## src/rtl/temporizador_regressivo_pkg.sv

```systemverilog
// Shared types and constants for the countdown timer.
// Holds the state encoding, the display range limit and the load saturation helper.
package temporizador_regressivo_pkg;

    localparam int unsigned VALOR_W = 7;
    localparam logic [VALOR_W-1:0] VALOR_MAX = 7'd99;

    typedef enum logic [1:0] {
        OCIOSO   = 2'd0,
        CONTANDO = 2'd1,
        PAUSADO  = 2'd2,
        FIM      = 2'd3
    } estado_t;

    // Clamp a load value to the two-digit display range.
    function automatic logic [VALOR_W-1:0] saturar(input logic [VALOR_W-1:0] v);
        return (v > VALOR_MAX) ? VALOR_MAX : v;
    endfunction

endpackage

```

## src/rtl/temporizador_regressivo_if.sv

```systemverilog
// Control/status bundle between the timer and its user (panel logic or bench).
// master: drives carga, valor_carga, start, pausa; reads valor, fim, rodando.
// slave : the timer itself.
interface temporizador_regressivo_if;
    import temporizador_regressivo_pkg::*;

    logic               carga;
    logic [VALOR_W-1:0] valor_carga;
    logic               start;
    logic               pausa;
    logic [VALOR_W-1:0] valor;
    logic               fim;
    logic               rodando;

    modport master (
        output carga, valor_carga, start, pausa,
        input  valor, fim, rodando
    );

    modport slave (
        input  carga, valor_carga, start, pausa,
        output valor, fim, rodando
    );

endinterface

```

## src/rtl/temporizador_regressivo_divisor_tick.sv

```systemverilog
// divisor_tick: prescaler producing a one-cycle tick every DIV enabled cycles.
// Ports: clk, reset (sync, active-high), en (advance count), clr (force count to 0),
//        tick (high when count==DIV-1 and en; combinational from the count register).
// The count holds whenever en is low, so a paused timer resumes mid-period.
module divisor_tick #(
    parameter int unsigned DIV = 4
) (
    input  logic clk,
    input  logic reset,
    input  logic en,
    input  logic clr,
    output logic tick
);

    localparam int unsigned CNT_W = (DIV > 2) ? $clog2(DIV) : 1;
    localparam logic [CNT_W-1:0] CNT_MAX = CNT_W'(DIV - 1);

    logic [CNT_W-1:0] count;

    always_ff @(posedge clk) begin
        if (reset || clr) begin
            count <= '0;
        end else if (en) begin
            count <= (count == CNT_MAX) ? '0 : count + CNT_W'(1);
        end
    end

    assign tick = en && !clr && (count == CNT_MAX);

endmodule

```

## src/rtl/temporizador_regressivo.sv

```systemverilog
// temporizador_regressivo: 0..99 countdown timer with start/pause and load.
// Ports: clk, reset (sync, active-high), bus (slave modport: carga, valor_carga,
//        start, pausa in; valor, fim, rodando out, all registered).
// Parameters: CLK_FREQ, TICK_HZ -> DIV = CLK_FREQ/TICK_HZ cycles per decrement.
// Build option: define AUTO_RELOAD_EN to reload from the last loaded value on
// reaching 0 instead of stopping (fim then pulses for one cycle).
module temporizador_regressivo
    import temporizador_regressivo_pkg::*;
#(
    parameter int unsigned CLK_FREQ = 50_000_000,
    parameter int unsigned TICK_HZ  = 1
) (
    input  logic                   clk,
    input  logic                   reset,
    temporizador_regressivo_if.slave bus
);

    localparam int unsigned DIV = CLK_FREQ / TICK_HZ;

    estado_t            estado;
    logic [VALOR_W-1:0] valor_r;
    logic               fim_r;
    logic               rodando_r;
    logic               contar;
    logic               limpar;
    logic               tick;
`ifdef AUTO_RELOAD_EN
    logic [VALOR_W-1:0] recarga;
`endif

    // Prescaler advances while running, and also on the resuming start edge
    // from PAUSADO so the held phase continues without a lost cycle.
    assign contar = !bus.carga && !bus.pausa &&
                    ((estado == CONTANDO) || ((estado == PAUSADO) && bus.start));
    assign limpar = bus.carga ||
                    ((estado == OCIOSO) && bus.start && (valor_r != '0));

    divisor_tick #(.DIV(DIV)) u_divisor (
        .clk   (clk),
        .reset (reset),
        .en    (contar),
        .clr   (limpar),
        .tick  (tick)
    );

    // State, count and status flags; rodando tracks the next state being CONTANDO.
    always_ff @(posedge clk) begin
        if (reset) begin
            estado    <= OCIOSO;
            valor_r   <= '0;
            fim_r     <= 1'b0;
            rodando_r <= 1'b0;
`ifdef AUTO_RELOAD_EN
            recarga   <= '0;
`endif
        end else if (bus.carga) begin
            estado    <= OCIOSO;
            valor_r   <= saturar(bus.valor_carga);
            fim_r     <= 1'b0;
            rodando_r <= 1'b0;
`ifdef AUTO_RELOAD_EN
            recarga   <= saturar(bus.valor_carga);
`endif
        end else begin
            // fim is sticky only in FIM; elsewhere it is a one-edge pulse.
            fim_r <= (estado == FIM);
            if (estado == OCIOSO) begin
                if (bus.start && (valor_r != '0)) begin
                    estado    <= CONTANDO;
                    rodando_r <= 1'b1;
                end
            end else if (contar) begin
                estado    <= CONTANDO;
                rodando_r <= 1'b1;
                if (tick) begin
                    if (valor_r == 7'd1) begin
`ifdef AUTO_RELOAD_EN
                        if (recarga != '0) begin
                            valor_r <= recarga;
                            fim_r   <= 1'b1;
                        end else begin
                            valor_r   <= '0;
                            fim_r     <= 1'b1;
                            estado    <= FIM;
                            rodando_r <= 1'b0;
                        end
`else
                        valor_r   <= '0;
                        fim_r     <= 1'b1;
                        estado    <= FIM;
                        rodando_r <= 1'b0;
`endif
                    end else begin
                        valor_r <= valor_r - 7'd1;
                    end
                end
            end else if ((estado == CONTANDO) && bus.pausa) begin
                estado    <= PAUSADO;
                rodando_r <= 1'b0;
            end
        end
    end

    assign bus.valor   = valor_r;
    assign bus.fim     = fim_r;
    assign bus.rodando = rodando_r;

endmodule

```

## src/flat_wrapper.sv

```systemverilog
// flat-port wrapper written by rule: the top's interface ports become plain ports
module temporizador_regressivo_flat import temporizador_regressivo_pkg::*;
#(
    parameter int unsigned CLK_FREQ = 50_000_000,
    parameter int unsigned TICK_HZ  = 1
)
  (clk, reset, bus_carga, bus_valor_carga, bus_start, bus_pausa, bus_valor, bus_fim, bus_rodando);
  temporizador_regressivo_if bus_i ();
  input  logic clk;
  input  logic reset;
  input wire logic [$bits(bus_i.carga)-1:0] bus_carga;
  input wire logic [$bits(bus_i.valor_carga)-1:0] bus_valor_carga;
  input wire logic [$bits(bus_i.start)-1:0] bus_start;
  input wire logic [$bits(bus_i.pausa)-1:0] bus_pausa;
  output wire logic [$bits(bus_i.valor)-1:0] bus_valor;
  output wire logic [$bits(bus_i.fim)-1:0] bus_fim;
  output wire logic [$bits(bus_i.rodando)-1:0] bus_rodando;
  assign bus_i.carga = bus_carga;
  assign bus_i.valor_carga = bus_valor_carga;
  assign bus_i.start = bus_start;
  assign bus_i.pausa = bus_pausa;
  assign bus_valor = bus_i.valor;
  assign bus_fim = bus_i.fim;
  assign bus_rodando = bus_i.rodando;
  temporizador_regressivo #(.CLK_FREQ(CLK_FREQ), .TICK_HZ(TICK_HZ)) u_core (.clk(clk), .reset(reset), .bus(bus_i));
endmodule
```

## config.mk

```make
export PLATFORM = sky130hd
export DESIGN_NAME = temporizador_regressivo_flat
export DESIGN_NICKNAME = d
export VERILOG_FILES = /design/src/rtl/temporizador_regressivo_pkg.sv /design/src/rtl/temporizador_regressivo_if.sv /design/src/rtl/temporizador_regressivo_divisor_tick.sv /design/src/rtl/temporizador_regressivo.sv /design/src/flat_wrapper.sv
export SDC_FILE = /design/constraint.sdc
export NUM_CORES = 1
export LEC_CHECK = 0
export CAP_MARGIN = 20
export CELL_PAD_IN_SITES_DETAIL_PLACEMENT = 0
export CELL_PAD_IN_SITES_GLOBAL_PLACEMENT = 1
export CORE_UTILIZATION = 35
export CTS_CLUSTER_DIAMETER = 40
export DETAILED_ROUTE_END_ITERATION = 10
export DONT_BUFFER_PORTS = 1
export MAX_ROUTING_LAYER = met4
export PLACE_DENSITY_LB_ADDON = 0.1
export SYNTH_ARGS = -nofsm -noshare
export SYNTH_HDL_FRONTEND = slang
export SYNTH_SLANG_ARGS = --single-unit
```

## constraint.sdc

```tcl
create_clock -name clk -period 6.75 [get_ports clk]
set_input_delay 1.35 -clock clk [delete_from_list [all_inputs] [get_ports clk]]
set_output_delay 1.35 -clock clk [all_outputs]
set_load 0.005 [all_outputs]
```

==> metrics.sh <==
RUN_STATUS='finished clean'
HOLD_CLASS='reg -> reg'
RELSLEWSLACK=0.323
WORSTSETUPPATHTYPE='in -> reg'
NUMBER_OF_BUFFERS_ADDED_FOR_SETUP_AFTER_CTS=0
SEQUENTIAL_CELL_AREA_UM2=741
WIDTH_OF_THE_CHIP_UM=76.9
YOSYSWARNINGS=0
CLOCKPOWERSHARE=0.380
SETUP-VIOLATIONS-FINAL=0
CTS_TREE='done'
WORST_EP_ARRIVAL_TIME_NS=3.26
GRTUSAGETOTAL=0.180
CAP_VIOLATIONS=0
SWITCHINGPOWER_uW=109
SYN_NETS=258
PLACED_AREA_UM2=2020
RSZ0062_AT_GRT='false'
VIAS=1688
VIA_COUNT_OF_THE_FIRST_GLOBAL_ROUTING_PASS=1668
WORSTSETUPENDPOINTTYPE='flop'
FILLERINSTANCES=588
WORST_SKEW_PAIR.LATE_LATENCY_NS=0.30
SYN-INSTANCE-COUNT=242
SYNTH.DISTINCT_CELLS=45
WORST_IR_DROP_VDD_V=0.0000759
HOLDBUFCOUNTCTS=0
WORST_R2R_STARTPOINT='u_core.u_divisor.count[6]'
START_UTIL=0.373
PART_OF_THE_POWER_IN_REGISTERS=0.550
WORST-ENDPOINT-REQUIRED_NS=6.89
LEAKAGEPOWER_uW=0.000620
FP.COREAREA_UM2=5270
LAYOUT.CELLS.MOST_COMMON='sky130_fd_sc_hd__dfxtp_1'
CTS_MAX_PATH_BUFFERS=2
CRITICAL_PATH.MAX_FANOUT=24
AREA_OF_COMBINATIONAL_CELLS_WITH_MULTIPLE_INPUTS_UM2=1150
FINAL_NET_COUNT=257
DRC_VIOLS=0
STDCELL_AREA_UM2=2110
POWERDENSITY_nW_PER_UM2=196
POWER.COMBINATIONAL.FRACTION=0.070
DIE-AREA_UM2=5920
STARTPOINT_KIND_OF_THE_WORST_SETUP_TIMING_PATH='input pin'
FIRST_PASS_DRT_ITERATIONS=4
POWER.SHARE.SWITCHING=0.263
POST_CTS.RESIZED_INSTANCES=0
HOLD_DEPTH=2
GRT_ANTENNA_BEFORE_REPAIR=0
NUM_ROWS=26
IOS=21
R2R_DEPTH=5
GRT-OVFL-TOTAL=0
CRITICAL_PATH.STARTPOINT='bus_carga'
FLOW.AREA_GROWTH_FROM_SYNTHESIS_PCT=7.26
GRT_MAX_DEGREE=25
CTS_ROOT_BUFFER='sky130_fd_sc_hd__clkbuf_8'
CTS_HTREE_LEVELS=2
WIRE_PER_INST_UM=15.2
ANTENNA_LEFT=0
DIE_Y_UM=76.9
WORSTMARGINPINSLEW_NS=1.01
SYNTH.CELL_AREA_UM2=1960
POST_ROUTE_CELLS_DRIVE_ABOVE_1_SHARE=0.0579
CTS_NUM_SINKS=37
GRT_PASS1_WL_MM=8.09
CLKTRANSATPATHREGS_NS=0.08
POWER_REPORT.INTERNAL_TOTAL_uW=304
FIN_SKEW_NS=0.0110
INSERTEDDIODECOUNT=0
SETUP_TNS_AFTER_FINAL_LAYOUT_NS=0
LAYOUT_COMMON_CELLS='sky130_fd_sc_hd__dfxtp_1, sky130_fd_sc_hd__nor2_1, sky130_fd_sc_hd__xnor2_1'
DETAILED_PLACE_HPWL_MM=3.35
TIMING.FINAL.CRIT_SHARE=0.462
TOTALWIRELENGTH_MM=4.76
YS_FF_LATCH=37
GP_ROUTABILITY_CONGESTION=0.749
DETAILEDROUTE.FIRSTITERATIONVIOLATIONS=75
MAXSLEWVIOLCOUNT=0
MIN_PERIOD_NS=3.12
CTS_BUFFERS=5
DRT-VIAS-PER-INSTANCE=5.41
FMAX_MHz=321
SEQUENTIAL_AREA_SHARE_AFTER_SYNTHESIS=0.377
PLACEMENT.IO_BUFFERS=0
HOLDCRITSTARTPOINT='u_core.u_divisor.count[1]'
SYN_AREA_PER_CELL_UM2=8.12
FINALHOLDVIOLATIONS=0
==> power groups by stage <==
stage               registers [uW]  clock network, uW  logic [uW]
CTS                            227                162        29.2
finish                         227                157        28.9
detailed placement             232                  0        29.0
global route                   228                170        33.1
floorplan                      231                  0        26.0
global placement               232                  0        29.4
==> synthesized netlist by cell type, drive strengths merged <==
cell type,number,area [um^2]
and4,5,45.0
and2,2,12.5
dfxtp,37,741
o211ai,4,30.0
inv,8,30.0
nand3,13,65.1
a21oi,11,55.1
nand2,18,67.6
nor3b,1,7.51
o31ai,1,7.51
buf,2,16.3
nor2b,2,12.5
nand4,8,56.3
nor2,32,120
nand3b,2,15.0
nor3,11,55.1
nor4b,2,17.5
o22ai,3,18.8
a31oi,2,12.5
clkbuf,8,30.0
o2111ai,1,8.76
xnor2,20,175
o31a,1,8.76
o21ai,7,35.0
a21o,1,7.51
mux2i,1,10.0
o41ai,2,17.5
or4,3,22.5
a22oi,1,7.51
or2,1,6.26
and3,2,12.5
or3,6,42.5
nor4,11,68.8
ha,4,50.1
a311o,1,10.0
and3b,1,8.76
o21a,2,15.0
nor4bb,1,10.0
nand2b,1,6.26
xor2,3,26.3
==> logic make-up after synthesis <==
family / after synthesis / share of synthesized area
xor gates and xnor gates: 23 / 0.103
muxes: 1 / 0.00510
DFF: 37 / 0.377
AOI/OAI and AO/OA: 37 / 0.119
and+or+nand+nor: 122 / 0.332
buffers and inverters: 18 / 0.0389
adders and majority gates: 4 / 0.0255
==> flip-flops by register name, summed over array words and instances (netlist names) <==
register                count
u_core.bus.valor            7
u_core.estado               2
u_core.bus.fim              1
u_core.u_divisor.count     26
u_core.bus.rodando          1
==> metal layers <==
metal	track usage	share of wire
met5	-	0
met4	0.0635	0.014
met3	0.0500	0.037
met2	0.279	0.45
met1	0.224	0.50
==> layout make-up <==
class / instances / area share
well taps: 70 / 0.0416
flip-flops and latches: 37 / 0.352
inverters: 8 / 0.0143
clock buffers: 5 / 0.0327
clock inverters: 3 / 0.00831
repair buffers: 2 / 0.00713
multi-input cells: 187 / 0.545
==> final timing paths <==
path	endpoint	slack, ns
worst max-delay path	u_core.u_divisor.count[25]	3.63
worst min-delay path	u_core.u_divisor.count[1]	0.48
worst max register to register	u_core.u_divisor.count[25]	4.12
worst min register to register	u_core.u_divisor.count[1]	0.48
==> critical path: stages <==
cell and delay [ns]:
sky130_fd_sc_hd__nor2_1 0.28, sky130_fd_sc_hd__o21ai_1 0.11, sky130_fd_sc_hd__buf_4 0.21, sky130_fd_sc_hd__or3_1 0.45, sky130_fd_sc_hd__nand3_1 0.72, sky130_fd_sc_hd__nor2_1 0.12
==> metrics by stage <==
step	worst slack (ns)	power, uW	util	hold slack, ns	cells
2_1_floorplan	3.70	257	-	0.441	242
5_1_grt	3.38	431	0.400	0.502	312
3_3_place_gp	3.36	262	0.383	0.458	304
6_report	3.63	413	0.400	0.478	312
3_5_place_dp	3.28	261	0.383	0.468	304
4_1_cts	3.60	418	0.400	0.481	312
Note: power is estimated with default switching activity, not from simulation.
